**src/rtl/eth_pkg.sv**
```systemverilog
// Shared types and constants for the RMII receive path.
package eth_pkg;

  typedef enum logic [2:0] {
    IDLE,
    PREAMBLE,
    DATA,
    EOP,
    DROP
  } rx_state_t;

  localparam logic [31:0] ETH_CRC_POLY    = 32'h04C1_1DB7;
  localparam logic [31:0] ETH_CRC_INIT    = 32'hFFFF_FFFF;
  localparam logic [31:0] ETH_CRC_RESIDUE = 32'hDEBB_20E3;

  localparam logic [1:0] DIBIT_SFD = 2'b11;
  localparam logic [1:0] DIBIT_PRE = 2'b01;

  // Bit-reverse a 32-bit word; the CRC engine shifts LSB-first.
  function automatic logic [31:0] bit_rev32(input logic [31:0] v);
    logic [31:0] r;
    for (int i = 0; i < 32; i++) begin
      r[i] = v[31-i];
    end
    return r;
  endfunction

endpackage

```
**src/rtl/eth_crc32_byte.sv**
```systemverilog
// Combinational one-byte step of the reflected Ethernet CRC-32.
module eth_crc32_byte
  import eth_pkg::*;
(
  input  logic [31:0] crc_i,
  input  logic [7:0]  data_i,
  output logic [31:0] crc_o
);

  localparam logic [31:0] PolyRefl = bit_rev32(ETH_CRC_POLY);

  // Eight LSB-first shift steps, data bit 0 first.
  always_comb begin
    crc_o = crc_i;
    for (int i = 0; i < 8; i++) begin
      if (crc_o[0] ^ data_i[i]) begin
        crc_o = (crc_o >> 1) ^ PolyRefl;
      end else begin
        crc_o = crc_o >> 1;
      end
    end
  end

endmodule

```
**src/rtl/eth_rmii_rx.sv**
```systemverilog
// RMII 100 Mb/s receive front end: preamble/SFD strip, dibit-to-byte assembly.
// Optional FCS check enabled by defining ETH_RX_CRC_CHECK_EN (adds crc_ok port).
module eth_rmii_rx
  import eth_pkg::*;
#(
  parameter int unsigned MAX_BYTES = 1536
) (
  input  logic       clk,
  input  logic       reset,
  input  logic [1:0] rmii_rx,
  input  logic       crs_dv,
  output logic [7:0] data,
  output logic       valid,
  output logic       eop
`ifdef ETH_RX_CRC_CHECK_EN
  ,
  output logic       crc_ok
`endif
);

  localparam int unsigned CntW = $clog2(MAX_BYTES + 1);

  rx_state_t       state_q, state_d;
  logic [1:0]      rx_q;
  logic            dv_q, dv_prev_q;
  logic [1:0]      idx_q, idx_d;
  logic [5:0]      asm_q, asm_d;
  logic [CntW-1:0] cnt_q, cnt_d;
  logic [7:0]      data_q, data_d;
  logic            valid_q, valid_d;

  logic       sfd;
  logic       frame_end;
  logic       take;
  logic       byte_done;
  logic [7:0] byte_full;

  // Input register for the PHY pins plus one-clock history of dv for end detection.
  always_ff @(posedge clk) begin
    if (reset) begin
      rx_q      <= 2'b00;
      dv_q      <= 1'b0;
      dv_prev_q <= 1'b0;
    end else begin
      rx_q      <= rmii_rx;
      dv_q      <= crs_dv;
      dv_prev_q <= dv_q;
    end
  end

  // State register.
  always_ff @(posedge clk) begin
    if (reset) begin
      state_q <= IDLE;
    end else begin
      state_q <= state_d;
    end
  end

  // Next-state logic.
  always_comb begin
    state_d = state_q;
    unique case (state_q)
      IDLE:     if (dv_q) state_d = PREAMBLE;
      PREAMBLE: begin
        if (!dv_q) begin
          state_d = IDLE;
        end else if (rx_q == DIBIT_SFD) begin
          state_d = DATA;
        end else if (rx_q == 2'b10) begin
          state_d = DROP;
        end
      end
      DATA:     if (frame_end) state_d = EOP;
      EOP:      state_d = IDLE;
      DROP:     if (frame_end) state_d = IDLE;
      default:  state_d = IDLE;
    endcase
  end

  // FSM outputs.
  always_comb begin
    eop = (state_q == EOP);
  end

  // Datapath decode: a lone low dv clock still carries a data dibit.
  always_comb begin
    frame_end = !dv_q && !dv_prev_q;
    sfd       = (state_q == PREAMBLE) && dv_q && (rx_q == DIBIT_SFD);
    take      = (state_q == DATA) && !frame_end;
    byte_done = take && (idx_q == 2'd3);
    byte_full = {rx_q, asm_q};
  end

  // Byte assembly, count and output strobe next-state.
  always_comb begin
    idx_d   = idx_q;
    asm_d   = asm_q;
    cnt_d   = cnt_q;
    data_d  = data_q;
    valid_d = 1'b0;
    if (sfd) begin
      idx_d = 2'd0;
      cnt_d = '0;
    end else if (take) begin
      idx_d = idx_q + 2'd1;
      asm_d = {rx_q, asm_q[5:2]};
      if (byte_done && (cnt_q < CntW'(MAX_BYTES))) begin
        valid_d = 1'b1;
        data_d  = byte_full;
        cnt_d   = cnt_q + CntW'(1);
      end
    end
  end

  // Datapath registers.
  always_ff @(posedge clk) begin
    if (reset) begin
      idx_q   <= 2'd0;
      asm_q   <= 6'd0;
      cnt_q   <= '0;
      data_q  <= 8'd0;
      valid_q <= 1'b0;
    end else begin
      idx_q   <= idx_d;
      asm_q   <= asm_d;
      cnt_q   <= cnt_d;
      data_q  <= data_d;
      valid_q <= valid_d;
    end
  end

  assign data  = data_q;
  assign valid = valid_q;

`ifdef ETH_RX_CRC_CHECK_EN
  logic [31:0] crc_q, crc_d, crc_next;
  logic        crc_ok_q, crc_ok_d;

  eth_crc32_byte u_crc (
    .crc_i  (crc_q),
    .data_i (byte_full),
    .crc_o  (crc_next)
  );

  // CRC covers every assembled byte, including those past the forwarding limit.
  always_comb begin
    crc_d    = crc_q;
    crc_ok_d = crc_ok_q;
    if (sfd) begin
      crc_d    = ETH_CRC_INIT;
      crc_ok_d = 1'b0;
    end else if (byte_done) begin
      crc_d = crc_next;
    end else if ((state_q == DATA) && frame_end) begin
      crc_ok_d = (crc_q == ETH_CRC_RESIDUE);
    end
  end

  // CRC registers; crc_ok holds from the eop clock until the next SFD.
  always_ff @(posedge clk) begin
    if (reset) begin
      crc_q    <= ETH_CRC_INIT;
      crc_ok_q <= 1'b0;
    end else begin
      crc_q    <= crc_d;
      crc_ok_q <= crc_ok_d;
    end
  end

  assign crc_ok = crc_ok_q;
`endif

endmodule

```
**config.mk**
```make
export PLATFORM = sky130hd
export DESIGN_NAME = eth_rmii_rx
export DESIGN_NICKNAME = d
export VERILOG_FILES = /design/src/rtl/eth_pkg.sv /design/src/rtl/eth_crc32_byte.sv /design/src/rtl/eth_rmii_rx.sv
export SDC_FILE = /design/constraint.sdc
export NUM_CORES = 1
export LEC_CHECK = 0
export CORE_ASPECT_RATIO = 1.1
export CORE_UTILIZATION = 50
export CTS_BUF_LIST = sky130_fd_sc_hd__clkbuf_8
export CTS_CLUSTER_DIAMETER = 200
export DETAILED_ROUTE_END_ITERATION = 8
export PLACE_DENSITY = 0.7
export SYNTH_ARGS = -nofsm -noshare
export SYNTH_HDL_FRONTEND = slang
export SYNTH_SLANG_ARGS = --single-unit
```
**constraint.sdc**
```tcl
create_clock -name clk -period 2 [get_ports clk]
set_input_delay 0.3 -clock clk [delete_from_list [all_inputs] [get_ports clk]]
set_output_delay 0.3 -clock clk [all_outputs]
set_load 0.005 [all_outputs]
```
==> results <==
- The number of nets in the synthesized netlist is 160.
- At the end of the flow, the number of nets in the layout was 179.
- The worst setup slack before clock tree synthesis is between 0.2 and 0.3 ns.
- The worst-skew pair later-pin latency is roughly 0.29 ns.
- The clock net sink count is 35.
- The total detailed-routing wirelength is ~2600 um.
- Sequential cells were found to cover about half of the synthesized design area.
- Averaged over all synthesized cells, the footprint is approximately 9.1 um^2.
- The mapped cell area is approximately 1400 um^2.
- The startpoint identified for the worst register-to-register timing path is idx_q[0].
- In the routed design, unresolved DRC markers number 0.
- The total I/O pin count is 15.
- The peak clock frequency supported by timing is 552 MHz.
- The number of core rows is 19.
- For the worst flop-to-flop path, the logic depth is 5.
- The worst-case IR drop observed on VDD is 690 uV.
- Once layout is complete, the utilization of the core stands at 64.7%.
- The leakage component of the power is about 0.57 nW.
- The run finished with clean final reports.
- Once detailed placement completed, the half-perimeter wirelength came to 1790 um.
- The number of antenna violations at the first check in global routing was 0.
- Clock-pin slew was measured on the worst setup and hold paths at 0.07 ns.
- The total inserted antenna cells is 0.
- For the pin with the worst max-slew slack, the measured transition is 0.515 ns.
- For this run, the number of standard cells in the final layout without fillers is 204.
- Of all nets on the critical path, the largest fanout is 7.
- The total placed cells including tap cells is 196.
- The hold-critical path depth is 2.
- The detailed router finished its first iteration with 30 violations.
- The overall via count from detail_route is roughly 1100.
- The worst slew margin relative to its limit is between 60% and 70%.
- Counting I/O delays and the setup requirement, the final critical path takes 1.81 ns.
- The area growth from synthesis to layout is 19.1%.
- After technology mapping, the gate count stands at roughly 150.
- At the worst endpoint, the required time is 1.70 ns.
- In this run the vertical extent of the chip is 57.4 um.
- The die footprint is 3010 um^2.
- The number of buffers inserted to repair setup after CTS is 0.
- The count of buffers from port buffering is 14.
- Setup slack on the critical path of the routed design comes to 0.187 ns.
- The buffer cell driving the clock tree root is sky130_fd_sc_hd__clkbuf_8.
- The maximum level of the CTS H-tree is 2.
- After global routing the overflow that remains totals 0.
- The number of distinct library cell variants in the gate-level netlist after synthesis is 35.
- Dividing total power by cell area gives a power density of 748 nW/um^2.
- Hold repair after CTS inserted 0 buffers.
- The number of maximum-capacitance constraint violations is 0.
- At the worst endpoint, the arrival time is 1.51 ns.
- The worst reg2reg path endpoint is cnt_q[9].
- The final number of max-transition violations was 0.
- In the final layout, the share of cells above drive strength 1 is under 10%.
- After detailed routing, the average wire length per cell comes to 12.9 um.
- The final hold violation count came to 0.
- The routed via count divided by cell count is 5.53.
- The first detailed-routing pass ran for 4 iterations.
- The hold-critical path endpoint is data[1].
- At the end of routability-driven placement, the weighted congestion stood at approximately 0.83.
- The category of the most critical setup path is reg2out.
- STA classifies the critical path startpoint as a flip-flop.
- The clock passes through at most 2 buffers.
- From left edge to right edge, the die measures 52.4 um.
- Post-CTS repair changed the size of 0 cells.
- The count of antenna-violating nets left after detailed routing is 0.
- The share of the cycle needed by the critical path after routing is 90.6%.
- The critical hold path startpoint is data[1].
- The pin count of the biggest net entering global routing is 23.
- The number of global-route vias before repair is 1052.
- The worst hold path belongs to the class reg2reg.
- The clock tree from TritonCTS is built.
- The area inside the core boundary is 2570 um^2.
- Setup violations remaining at the end of the flow were counted as 0.
- The worst reg-to-reg setup slack is around 0.30 ns.
- The first global-routing pass estimated 4480 um of wire.
- The sum of negative setup slack is 0 ns.
- The effective utilization at floorplan is 54.3%.
- Synthesis inferred 35 register bits.
- STA classifies the critical path endpoint as an output port.
- The warning count from the yosys run is 0.
- The clock buffer count from CTS is 5.
- In the global route stage, overall resource usage came out at 20.5%.
- Between clock sinks in the finished design, the worst skew comes to ~0.0057 ns.
- Setup repair after global routing left no endpoint under its margin.
==> kinds of logic after synthesis <==
group	Yosys count	share of synthesized area, %
multiplexers	7	5.02
buffers and inverters	7	1.97
flip-flops	35	50.2
adder cells (fa/ha/maj)	2	1.79
AO/OA/AOI/OAI	27	12.4
XOR/XNOR	4	2.51
AND/OR/NAND/NOR	71	26.1
==> synthesized netlist by cell type <==
cell	n	share of area, %
sky130_fd_sc_hd__xnor2_1	2	1.3
sky130_fd_sc_hd__o21ai_0	1	0.36
sky130_fd_sc_hd__ha_1	2	1.8
sky130_fd_sc_hd__a21o_1	1	0.54
sky130_fd_sc_hd__nor3_4	1	1.2
sky130_fd_sc_hd__nor2b_1	6	2.7
sky130_fd_sc_hd__a41oi_1	1	0.63
sky130_fd_sc_hd__nor3_1	3	1.1
sky130_fd_sc_hd__xor2_1	2	1.3
sky130_fd_sc_hd__and4_1	1	0.63
sky130_fd_sc_hd__and2_1	2	0.90
sky130_fd_sc_hd__o211ai_1	1	0.54
sky130_fd_sc_hd__nand2_2	1	0.45
sky130_fd_sc_hd__a21oi_1	14	5.0
sky130_fd_sc_hd__nor2_1	18	4.8
sky130_fd_sc_hd__or3_1	1	0.45
sky130_fd_sc_hd__nand2b_1	1	0.45
sky130_fd_sc_hd__clkbuf_1	4	1.1
sky130_fd_sc_hd__nand3_1	5	1.8
sky130_fd_sc_hd__and4bb_4	1	1.2
sky130_fd_sc_hd__and3_1	1	0.45
sky130_fd_sc_hd__o32a_1	1	0.72
sky130_fd_sc_hd__nand4_1	1	0.45
sky130_fd_sc_hd__o31ai_1	3	1.6
sky130_fd_sc_hd__dfxtp_1	35	50
sky130_fd_sc_hd__mux2i_1	7	5.0
sky130_fd_sc_hd__inv_1	2	0.54
sky130_fd_sc_hd__a2bb2oi_2	1	1.1
sky130_fd_sc_hd__buf_2	1	0.36
sky130_fd_sc_hd__o21ai_1	1	0.36
sky130_fd_sc_hd__o22ai_1	1	0.45
sky130_fd_sc_hd__or4_1	5	2.7
sky130_fd_sc_hd__a22oi_1	2	1.1
sky130_fd_sc_hd__nand2_1	23	6.2
sky130_fd_sc_hd__and4b_1	1	0.72
==> flip-flops by register name, summed over array words and instances, names as in the netlist <==
signal	count
cnt_q	11
data	8
asm_q	6
state_q	3
idx_q	2
rx_q	2
dv_prev_q	1
dv_q	1
valid	1
==> power by group <==
| part | leakage, nW | internal (mW) | total, mW | switching [mW] |
|---|---|---|---|---|
| sequential | 0.283 | 0.702 | 0.709 | 0.00732 |
| combinational | 0.240 | 0.0190 | 0.0402 | 0.0213 |
| clock | 0.0453 | 0.238 | 0.493 | 0.255 |
| total | 0.568 | 0.959 | 1.24 | 0.284 |
==> routing by layer <==
metal,global-route usage (%),up-vias,part of all wire [%]
li1,-,567,-
met1,26.3,537,50
met2,29.8,18,44
met3,8.00,6,3.6
met4,10.2,0,2.2
met5,0,-,0
==> cells in the final DEF (no fill, tap or decap), types with 3 or more instances in the layout <==
cell type / n
sky130_fd_sc_hd__nand2_1: 23
sky130_fd_sc_hd__or4_1: 5
sky130_fd_sc_hd__nor2_1: 18
sky130_fd_sc_hd__a21oi_1: 14
sky130_fd_sc_hd__nor3_1: 3
sky130_fd_sc_hd__clkdlybuf4s50_1: 14
sky130_fd_sc_hd__mux2i_1: 7
sky130_fd_sc_hd__inv_1: 3
sky130_fd_sc_hd__o31ai_1: 3
sky130_fd_sc_hd__clkbuf_8: 5
sky130_fd_sc_hd__buf_4: 3
sky130_fd_sc_hd__dfxtp_1: 35
sky130_fd_sc_hd__nor2b_1: 6
sky130_fd_sc_hd__nand3_1: 5
==> worst max-delay path by stage <==
stage	to	slack, ns	cells after the start	start
final	eop	0.19	3	state_q[1]
after global routing	eop	0.08	3	state_q[2]
after CTS	eop	0.17	3	state_q[2]
after detailed placement	cnt_q[9]	0.29	5	idx_q[0]
after global placement	cnt_q[7]	0.35	5	idx_q[0]
after floorplan	cnt_q[5]	0.50	5	idx_q[0]
==> through the flow <==
stage | hold WS, ns | power [mW] | cell area, um^2
floorplan | 0.372 | 0.747 | 1400
global placement | 0.444 | 0.764 | 1580
detailed placement | 0.449 | 0.766 | 1580
CTS | 0.459 | 1.26 | 1660
global route | 0.476 | 1.29 | 1660
finish | 0.455 | 1.24 | 1660
==> worst max-delay path: stages, from the launching register on <==
cell	delay (ns)
sky130_fd_sc_hd__dfxtp_1	0.45
sky130_fd_sc_hd__nand2b_1	0.16
sky130_fd_sc_hd__nor2_1	0.11
sky130_fd_sc_hd__clkdlybuf4s50_1	0.50
==> area by class of cell <==
cell class                      count  area [um^2]
Fill cell                         227          906
Sequential cell                    35          701
Multi-Input combinational cell    111          667
Timing Repair Buffer               17          163
Clock buffer                        5         68.8
Tap cell                           31         38.8
Clock inverter                      3         16.3
Inverter                            2         7.51
(Power assumes the default switching activity.)
